===== src/rtl/best_err_pkg.sv =====
`default_nettype none
// =============================================================================
// best_err_pkg : shared widths, state encoding and improvement rule for
//                best_error_tracker.
// Rev 1.0
// =============================================================================
package best_err_pkg;

  // Widest error word the improvement helper can compare.
  localparam int MAX_EW = 128;

  function automatic int calc_ew(input int element_width, input int extra);
    return element_width + extra;
  endfunction

  function automatic int calc_aw(input int num_unknowns);
    return (num_unknowns > 1) ? $clog2(num_unknowns) : 1;
  endfunction

  typedef enum logic [1:0] {
    ST_IDLE  = 2'd0,
    ST_WRITE = 2'd1,
    ST_DONE  = 2'd2
  } state_t;

  // Operands arrive zero-extended; the sign of the current error comes separately.
  function automatic logic is_improvement(
    input logic              cur_neg,
    input logic [MAX_EW-1:0] cur,
    input logic [MAX_EW-1:0] best,
    input logic              best_valid,
    input logic [MAX_EW-1:0] min_delta
  );
    logic better;
    better = !cur_neg && (!best_valid || (cur < best));
    if (better && best_valid) begin
      better = ((best - cur) >= min_delta);
    end
    return better;
  endfunction

endpackage
`default_nettype wire


===== src/rtl/wr_burst_ctrl.sv =====
`default_nettype none
// =============================================================================
// wr_burst_ctrl : stallable NUM_UNKNOWNS-cycle write_en / wr_addr sequencer
//                 with start and done pulses.
// Rev 1.0
// =============================================================================
module wr_burst_ctrl #(
  parameter int NUM_UNKNOWNS = 2,
  parameter int AW           = 1
) (
  input  logic          clk,
  input  logic          rst,
  input  logic          i_clear,
  input  logic          i_start,
  input  logic          i_stall,
  output logic          o_write_en,
  output logic [AW-1:0] o_wr_addr,
  output logic          o_done
);

  localparam logic [AW-1:0] C_LAST = AW'(NUM_UNKNOWNS - 1);

  logic          r_active;
  logic [AW-1:0] r_addr;
  logic          w_step;
  logic          w_last;

  assign w_step = r_active & ~i_stall;
  assign w_last = (r_addr == C_LAST);

  always_ff @(posedge clk or posedge rst) begin
    if (rst) begin
      r_active <= 1'b0;
      r_addr   <= '0;
    end else if (i_clear) begin
      r_active <= 1'b0;
      r_addr   <= '0;
    end else if (i_start) begin
      r_active <= 1'b1;
      r_addr   <= '0;
    end else if (w_step) begin
      if (w_last) begin
        r_active <= 1'b0;
        r_addr   <= '0;
      end else begin
        r_addr <= r_addr + 1'b1;
      end
    end
  end

  // A stalled cycle drops the strobe but keeps the address for the retry.
  assign o_write_en = w_step;
  assign o_wr_addr  = r_addr;
  assign o_done     = w_step & w_last;

endmodule
`default_nettype wire


===== src/rtl/best_error_tracker.sv =====
`default_nettype none
// =============================================================================
// best_error_tracker : keeps the lowest non-negative training error, fires a
//                      per-unknown write burst on each improvement and raises
//                      a sticky convergence flag.
// Optional: BEST_ERR_HYST_EN adds i_min_delta hysteresis on improvements.
// Rev 1.0
// =============================================================================
module best_error_tracker
  import best_err_pkg::*;
#(
  parameter int ELEMENT_WIDTH = 32,
  parameter int EXTRA         = 2,
  parameter int NUM_UNKNOWNS  = 2,
  parameter int PATIENCE      = 16,
  parameter int AW            = calc_aw(NUM_UNKNOWNS),
  // Derived from ELEMENT_WIDTH and EXTRA; not meant to be overridden.
  parameter int EW            = calc_ew(ELEMENT_WIDTH, EXTRA)
) (
  input  logic          clk,
  input  logic          rst,
  input  logic          i_restart,
  input  logic          i_err_valid,
  output logic          o_err_ready,
  input  logic [EW-1:0] i_current_err,
  input  logic [EW-1:0] i_err_thresh,
  input  logic          i_stall,
`ifdef BEST_ERR_HYST_EN
  input  logic [EW-1:0] i_min_delta,
`endif
  output logic [EW-1:0] o_best_error,
  output logic          o_best_valid,
  output logic          o_write_en,
  output logic [AW-1:0] o_wr_addr,
  output logic [7:0]    o_no_improve_cnt,
  output logic          o_converged
);

  localparam bit         C_PAT_EN   = (PATIENCE > 0);
  localparam logic [8:0] C_PATIENCE = (PATIENCE > 255) ? 9'd256 : 9'(PATIENCE);

  state_t        r_state;
  state_t        w_state_nxt;
  logic [EW-1:0] r_best;
  logic          r_best_valid;
  logic [7:0]    r_cnt;
  logic          r_converged;

  logic          w_accept;
  logic          w_cur_neg;
  logic          w_improve;
  logic          w_thresh_hit;
  logic          w_patience_hit;
  logic [7:0]    w_cnt_inc;
  logic [EW-1:0] w_min_delta;
  logic          w_burst_start;
  logic          w_burst_done;

`ifdef BEST_ERR_HYST_EN
  assign w_min_delta = i_min_delta;
`else
  assign w_min_delta = '0;
`endif

  assign w_accept  = i_err_valid & o_err_ready;
  assign w_cur_neg = i_current_err[EW-1];
  assign w_improve = is_improvement(w_cur_neg, MAX_EW'(i_current_err), MAX_EW'(r_best),
                                    r_best_valid, MAX_EW'(w_min_delta));

  assign w_cnt_inc      = (r_cnt == 8'hFF) ? r_cnt : r_cnt + 8'd1;
  assign w_thresh_hit   = w_improve & (i_current_err <= i_err_thresh);
  assign w_patience_hit = C_PAT_EN & ({1'b0, w_cnt_inc} >= C_PATIENCE);

  // State register
  always_ff @(posedge clk or posedge rst) begin
    if (rst) begin
      r_state <= ST_IDLE;
    end else if (i_restart) begin
      r_state <= ST_IDLE;
    end else begin
      r_state <= w_state_nxt;
    end
  end

  // Next-state logic; the threshold path reaches DONE only once the burst ends.
  always_comb begin
    w_state_nxt = r_state;
    case (r_state)
      ST_IDLE: begin
        if (w_accept && w_improve) begin
          w_state_nxt = ST_WRITE;
        end else if (w_accept && !w_cur_neg && w_patience_hit) begin
          w_state_nxt = ST_DONE;
        end
      end
      ST_WRITE: begin
        if (w_burst_done) begin
          w_state_nxt = r_converged ? ST_DONE : ST_IDLE;
        end
      end
      ST_DONE: w_state_nxt = ST_DONE;
      default: w_state_nxt = ST_IDLE;
    endcase
  end

  // Output logic
  always_comb begin
    o_err_ready   = (r_state == ST_IDLE);
    w_burst_start = w_accept & w_improve;
  end

  always_ff @(posedge clk or posedge rst) begin
    if (rst) begin
      r_best       <= '0;
      r_best_valid <= 1'b0;
      r_cnt        <= '0;
      r_converged  <= 1'b0;
    end else if (i_restart) begin
      r_best       <= '0;
      r_best_valid <= 1'b0;
      r_cnt        <= '0;
      r_converged  <= 1'b0;
    end else if (w_accept && !w_cur_neg) begin
      if (w_improve) begin
        r_best       <= i_current_err;
        r_best_valid <= 1'b1;
        r_cnt        <= '0;
        if (w_thresh_hit) begin
          r_converged <= 1'b1;
        end
      end else begin
        r_cnt <= w_cnt_inc;
        if (w_patience_hit) begin
          r_converged <= 1'b1;
        end
      end
    end
  end

  wr_burst_ctrl #(
    .NUM_UNKNOWNS(NUM_UNKNOWNS),
    .AW          (AW)
  ) u_burst (
    .clk       (clk),
    .rst       (rst),
    .i_clear   (i_restart),
    .i_start   (w_burst_start),
    .i_stall   (i_stall),
    .o_write_en(o_write_en),
    .o_wr_addr (o_wr_addr),
    .o_done    (w_burst_done)
  );

  assign o_best_error     = r_best;
  assign o_best_valid     = r_best_valid;
  assign o_no_improve_cnt = r_cnt;
  assign o_converged      = r_converged;

endmodule
`default_nettype wire


===== config.mk =====
export PLATFORM = sky130hd
export DESIGN_NAME = best_error_tracker
export DESIGN_NICKNAME = d
export VERILOG_FILES = /design/src/rtl/best_err_pkg.sv /design/src/rtl/wr_burst_ctrl.sv /design/src/rtl/best_error_tracker.sv
export SDC_FILE = /design/constraint.sdc
export NUM_CORES = 1
export LEC_CHECK = 0
export BUFFER_PORTS_ARGS = -buffer_cell sky130_fd_sc_hd__buf_2
export CORE_ASPECT_RATIO = 0.7
export CORE_MARGIN = 2
export CORE_UTILIZATION = 25
export DETAILED_ROUTE_END_ITERATION = 6
export REMOVE_ABC_BUFFERS = 1
export SKIP_CTS_REPAIR_TIMING = 1
export SKIP_LAST_GASP = 1
export SLEW_MARGIN = 20
export SYNTH_ARGS = -nofsm -noshare
export SYNTH_HDL_FRONTEND = slang
export SYNTH_HIERARCHICAL = 1
export SYNTH_SLANG_ARGS = --single-unit

===== constraint.sdc =====
create_clock -name clk -period 3.3 [get_ports clk]
set_input_delay 0.99 -clock clk [delete_from_list [all_inputs] [get_ports clk]]
set_output_delay 0.99 -clock clk [all_outputs]
set_load 0.01 [all_outputs]

==> results.py <==
metrics = {
    "yosys": {
        "ys.warnings.count": 6,
        "seq_area_frac_synth_pct": 28.48,
        "synth_flop_cell": "dfrtp_1",
        "syn_area_um2": 4218,
        "avgSynthCellArea_um2": 8.402,
        "synth_top_area_share_pct": 28.48,
        "synth_cells": 502,
        "ys_ff_latch": 48,
        "synthTopCellsByArea": "dfrtp_1 28%, ha_1 20%, a21oi_1 8.2%",
        "synth.distinct_cells": 51,
        "synth-async-reset-ratio_pct": 100.0,
        "synth-edff-count": 0,
        "synth_top_cell_by_area": "dfrtp_1",
    },
    "pwr": {
        "seqPwrFrac_pct": 40.2,
        "comb_power_share_pct": 27.6,
        "power.leakage_nw": 2.816,
        "ir_drop_uv": 193.5,
        "swShare_pct": 32.54,
        "clockPowerShare_pct": 32.2,
        "p_sw_mw": 0.5192,
        "power_density_nw_per_um2": 302.5,
        "internal-power_mw": 1.076,
    },
    "worst_setup_path": {
        "path_delay_family": "simple AND/OR/NAND/NOR gates",
        "end_kind": "register",
        "arrival_ps": 3170,
        "r2r-end": "o_best_error[14]$_DFFE_PP0P_",
        "critPathMaxFanout": 27,
        "rrSetupSlack_ps": 700,
        "reg2regPathDepth": 9,
        "worstSetupPathType": "input pin to register",
        "path_cells": "buf_2 > inv_1 > ha_1 > nand4_1 > nor4_2 > o21ai_1 > and4_4 > o21a_4 > buf_12 > o31ai_1 > a21oi_1",
        "start_kind": "input pin",
        "cp.required_ps": 3460,
        "slowest_delay_ps": 380,
        "critPathLaunch": "i_current_err[13]",
        "slowest_stage": "nor4_2",
        "r2r-start": "o_best_error[14]$_DFFE_PP0P_",
        "cp_num_buf_inv": 3,
        "crit_cells": 11,
    },
    "global_routing": {
        "grt.total_usage_pct": 15.25,
        "grt_pass1_wl_mm": 22.01,
        "grt_max_degree": 47,
        "antenna_found_initial": 0,
        "grt_overflow": 0,
        "grt_pass1_vias": 4011,
    },
    "sta": {
        "worst_slack_ps": 291.8,
        "slew_violations": 0,
        "relSlewSlack_pct": 59.04,
        "skew_ps": 5.908,
        "setup-violations-final": 0,
        "final.setup.tns_ps": 0,
        "hold_slack_ps": 528.9,
        "rsz0062_at_grt": "false",
        "hold_viol_final": 0,
        "max_clock_freq_ghz": 0.3324,
        "finalCriticalPeriod_ps": 3008,
        "worstMarginPinSlew_ps": 614.3,
        "finalCritPeriodShare_pct": 91.16,
    },
    "floorplan": {
        "io_pins": 120,
        "initial_utilization_pct": 25.72,
        "die_w_um": 159.2,
        "die_h_um": 112.7,
        "core.rowCount": 39,
        "die_area_um2": 17940,
        "core_area_um2": 16400,
    },
    "layout": {
        "fin_area_um2": 5274,
        "layout_commonest_cell": "buf_2",
        "layout-drive-gt1-share_pct": 25.88,
        "n_antenna_cell": 0,
        "layout_common_cells": "119 x buf_2, 76 x inv_1, 69 x a21oi_1, 69 x ha_1, 48 x dfrtp_1",
        "final_nets": 763,
        "area_growth_pct": 25.04,
    },
    "placement": {
        "dp_hpwl_mm": 10.32,
        "globalplace.congestion": 0.8075,
        "place_area_um2": 5130,
        "port_buffers": 119,
        "pre_cts_ws_ps": 0.9870,
    },
    "route": {
        "first_pass_iters": 4,
        "ant_nets": 0,
        "wirelength_met1_mm": 6.849,
        "post_drt_wl_per_cell_um": 15.51,
        "drt-initial-drc-count": 224,
        "highest_layer": "met4",
        "wl_mm": 13.13,
        "via_per_inst": 4.786,
        "vias": 4054,
        "dr_wl_met2_mm": 5.129,
        "dr_wl_met3_mm": 1.070,
        "drc": 0,
    },
    "worst_hold_path": {
        "hold_depth": 1,
        "min_path_type": "register to register",
        "min_to": "r_state[1]$_DFFE_PP0P_",
        "min_from": "r_state[0]$_DFFE_PP0P_",
    },
    "clock_network": {
        "cts_max_path_buffers": 2,
        "cts-buffers-inserted": 5,
        "cts.sinks": 48,
        "clk_latency_ps": 290,
        "htree_levels": 2,
        "cts_tree": "built",
        "cts_root_buf": "clkbuf_16",
        "path_clk_slew_ps": 70,
    },
    "flow_run": {
        "maxCapViolCount": 0,
    },
    "run_status": {
        "status": "finished clean",
    },
}
==> synthesized netlist by cell type, types with 7 or more instances <==
library cell	number
a21oi_1	69
and3_1	7
clkbuf_1	18
dfrtp_1	48
ha_1	69
inv_1	77
nand2_1	22
nand3_1	11
nand4_1	46
nor2_1	16
o21ai_0	8
o31ai_1	33
==> per-stage QoR <==
stage	power (mW)	instances	utilization [%]
global route	1.714	847	32.17
floorplan	0.8900	473	-
finish	1.595	847	32.17
CTS	1.616	847	32.17
global placement	1.095	839	31.29
detailed placement	1.096	839	31.29
==> worst max-delay path by stage <==
| stage | to |
|---|---|
| floorplan | r_state[1]$_DFFE_PP0P_ |
| global placement | o_best_error[15]$_DFFE_PP0P_ |
| detailed placement | o_best_error[14]$_DFFE_PP0P_ |
| CTS | o_best_error[14]$_DFFE_PP0P_ |
| global route | o_best_error[14]$_DFFE_PP0P_ |
| finish | o_best_error[14]$_DFFE_PP0P_ |
==> final cells by class <==
| cell class | instances | area (um2) |
|---|---|---|
| Sequential cell | 48 | 1201 |
| Clock inverter | 3 | 18.77 |
| Clock buffer | 5 | 125.1 |
| Multi-Input combinational cell | 348 | 2572 |
| Fill cell | 1770 | 11120 |
| Timing Repair Buffer | 141 | 785.8 |
| Inverter | 77 | 289.0 |
| Tap cell | 225 | 281.5 |
==> routing by layer <==
metal | global-route usage (%) | up-vias
met5 | 0 | -
met1 | 23.74 | 1835
met4 | 2.545 | 0
li1 | - | 2077
met3 | 3.252 | 7
met2 | 21.54 | 135
==> power by group through the flow <==
stage / clock network (mW) / logic (mW) / registers [mW]
3_5_place_dp: 0 / 0.443 / 0.653
4_1_cts: 0.529 / 0.446 / 0.642
3_3_place_gp: 0 / 0.443 / 0.652
2_1_floorplan: 0 / 0.234 / 0.656
6_report: 0.514 / 0.440 / 0.642
5_1_grt: 0.561 / 0.508 / 0.646
==> sequential cells by signal (all words and copies together) (netlist names) <==
| signal | flops |
|---|---|
| o_best_error | 34 |
| o_no_improve_cnt | 8 |
| r_state | 2 |
| o_best_valid | 1 |
| o_converged | 1 |
| u_burst/o_wr_addr | 1 |
| u_burst/r_active | 1 |
==> worst register-to-register path, cell delays in order (launching register included) <==
cell     delay, ps
dfrtp_1        410
ha_1           330
nand4_1        170
nor4_2         380
o21ai_1        140
and4_4         230
o21a_4         230
buf_12         170
o31ai_1        300
a21oi_1        100
==> cells by family after synthesis <==
family	Yosys count	synth area share, %
and+or+nand+nor	130	17.80
AOI/OAI and AO/OA	145	21.80
DFF	48	28.48
adders and majority gates	69	20.47
muxes	2	0.5043
xor gates and xnor gates	2	0.4154
buffers and inverters	106	10.53
Note: power is estimated with default switching activity, not from simulation.
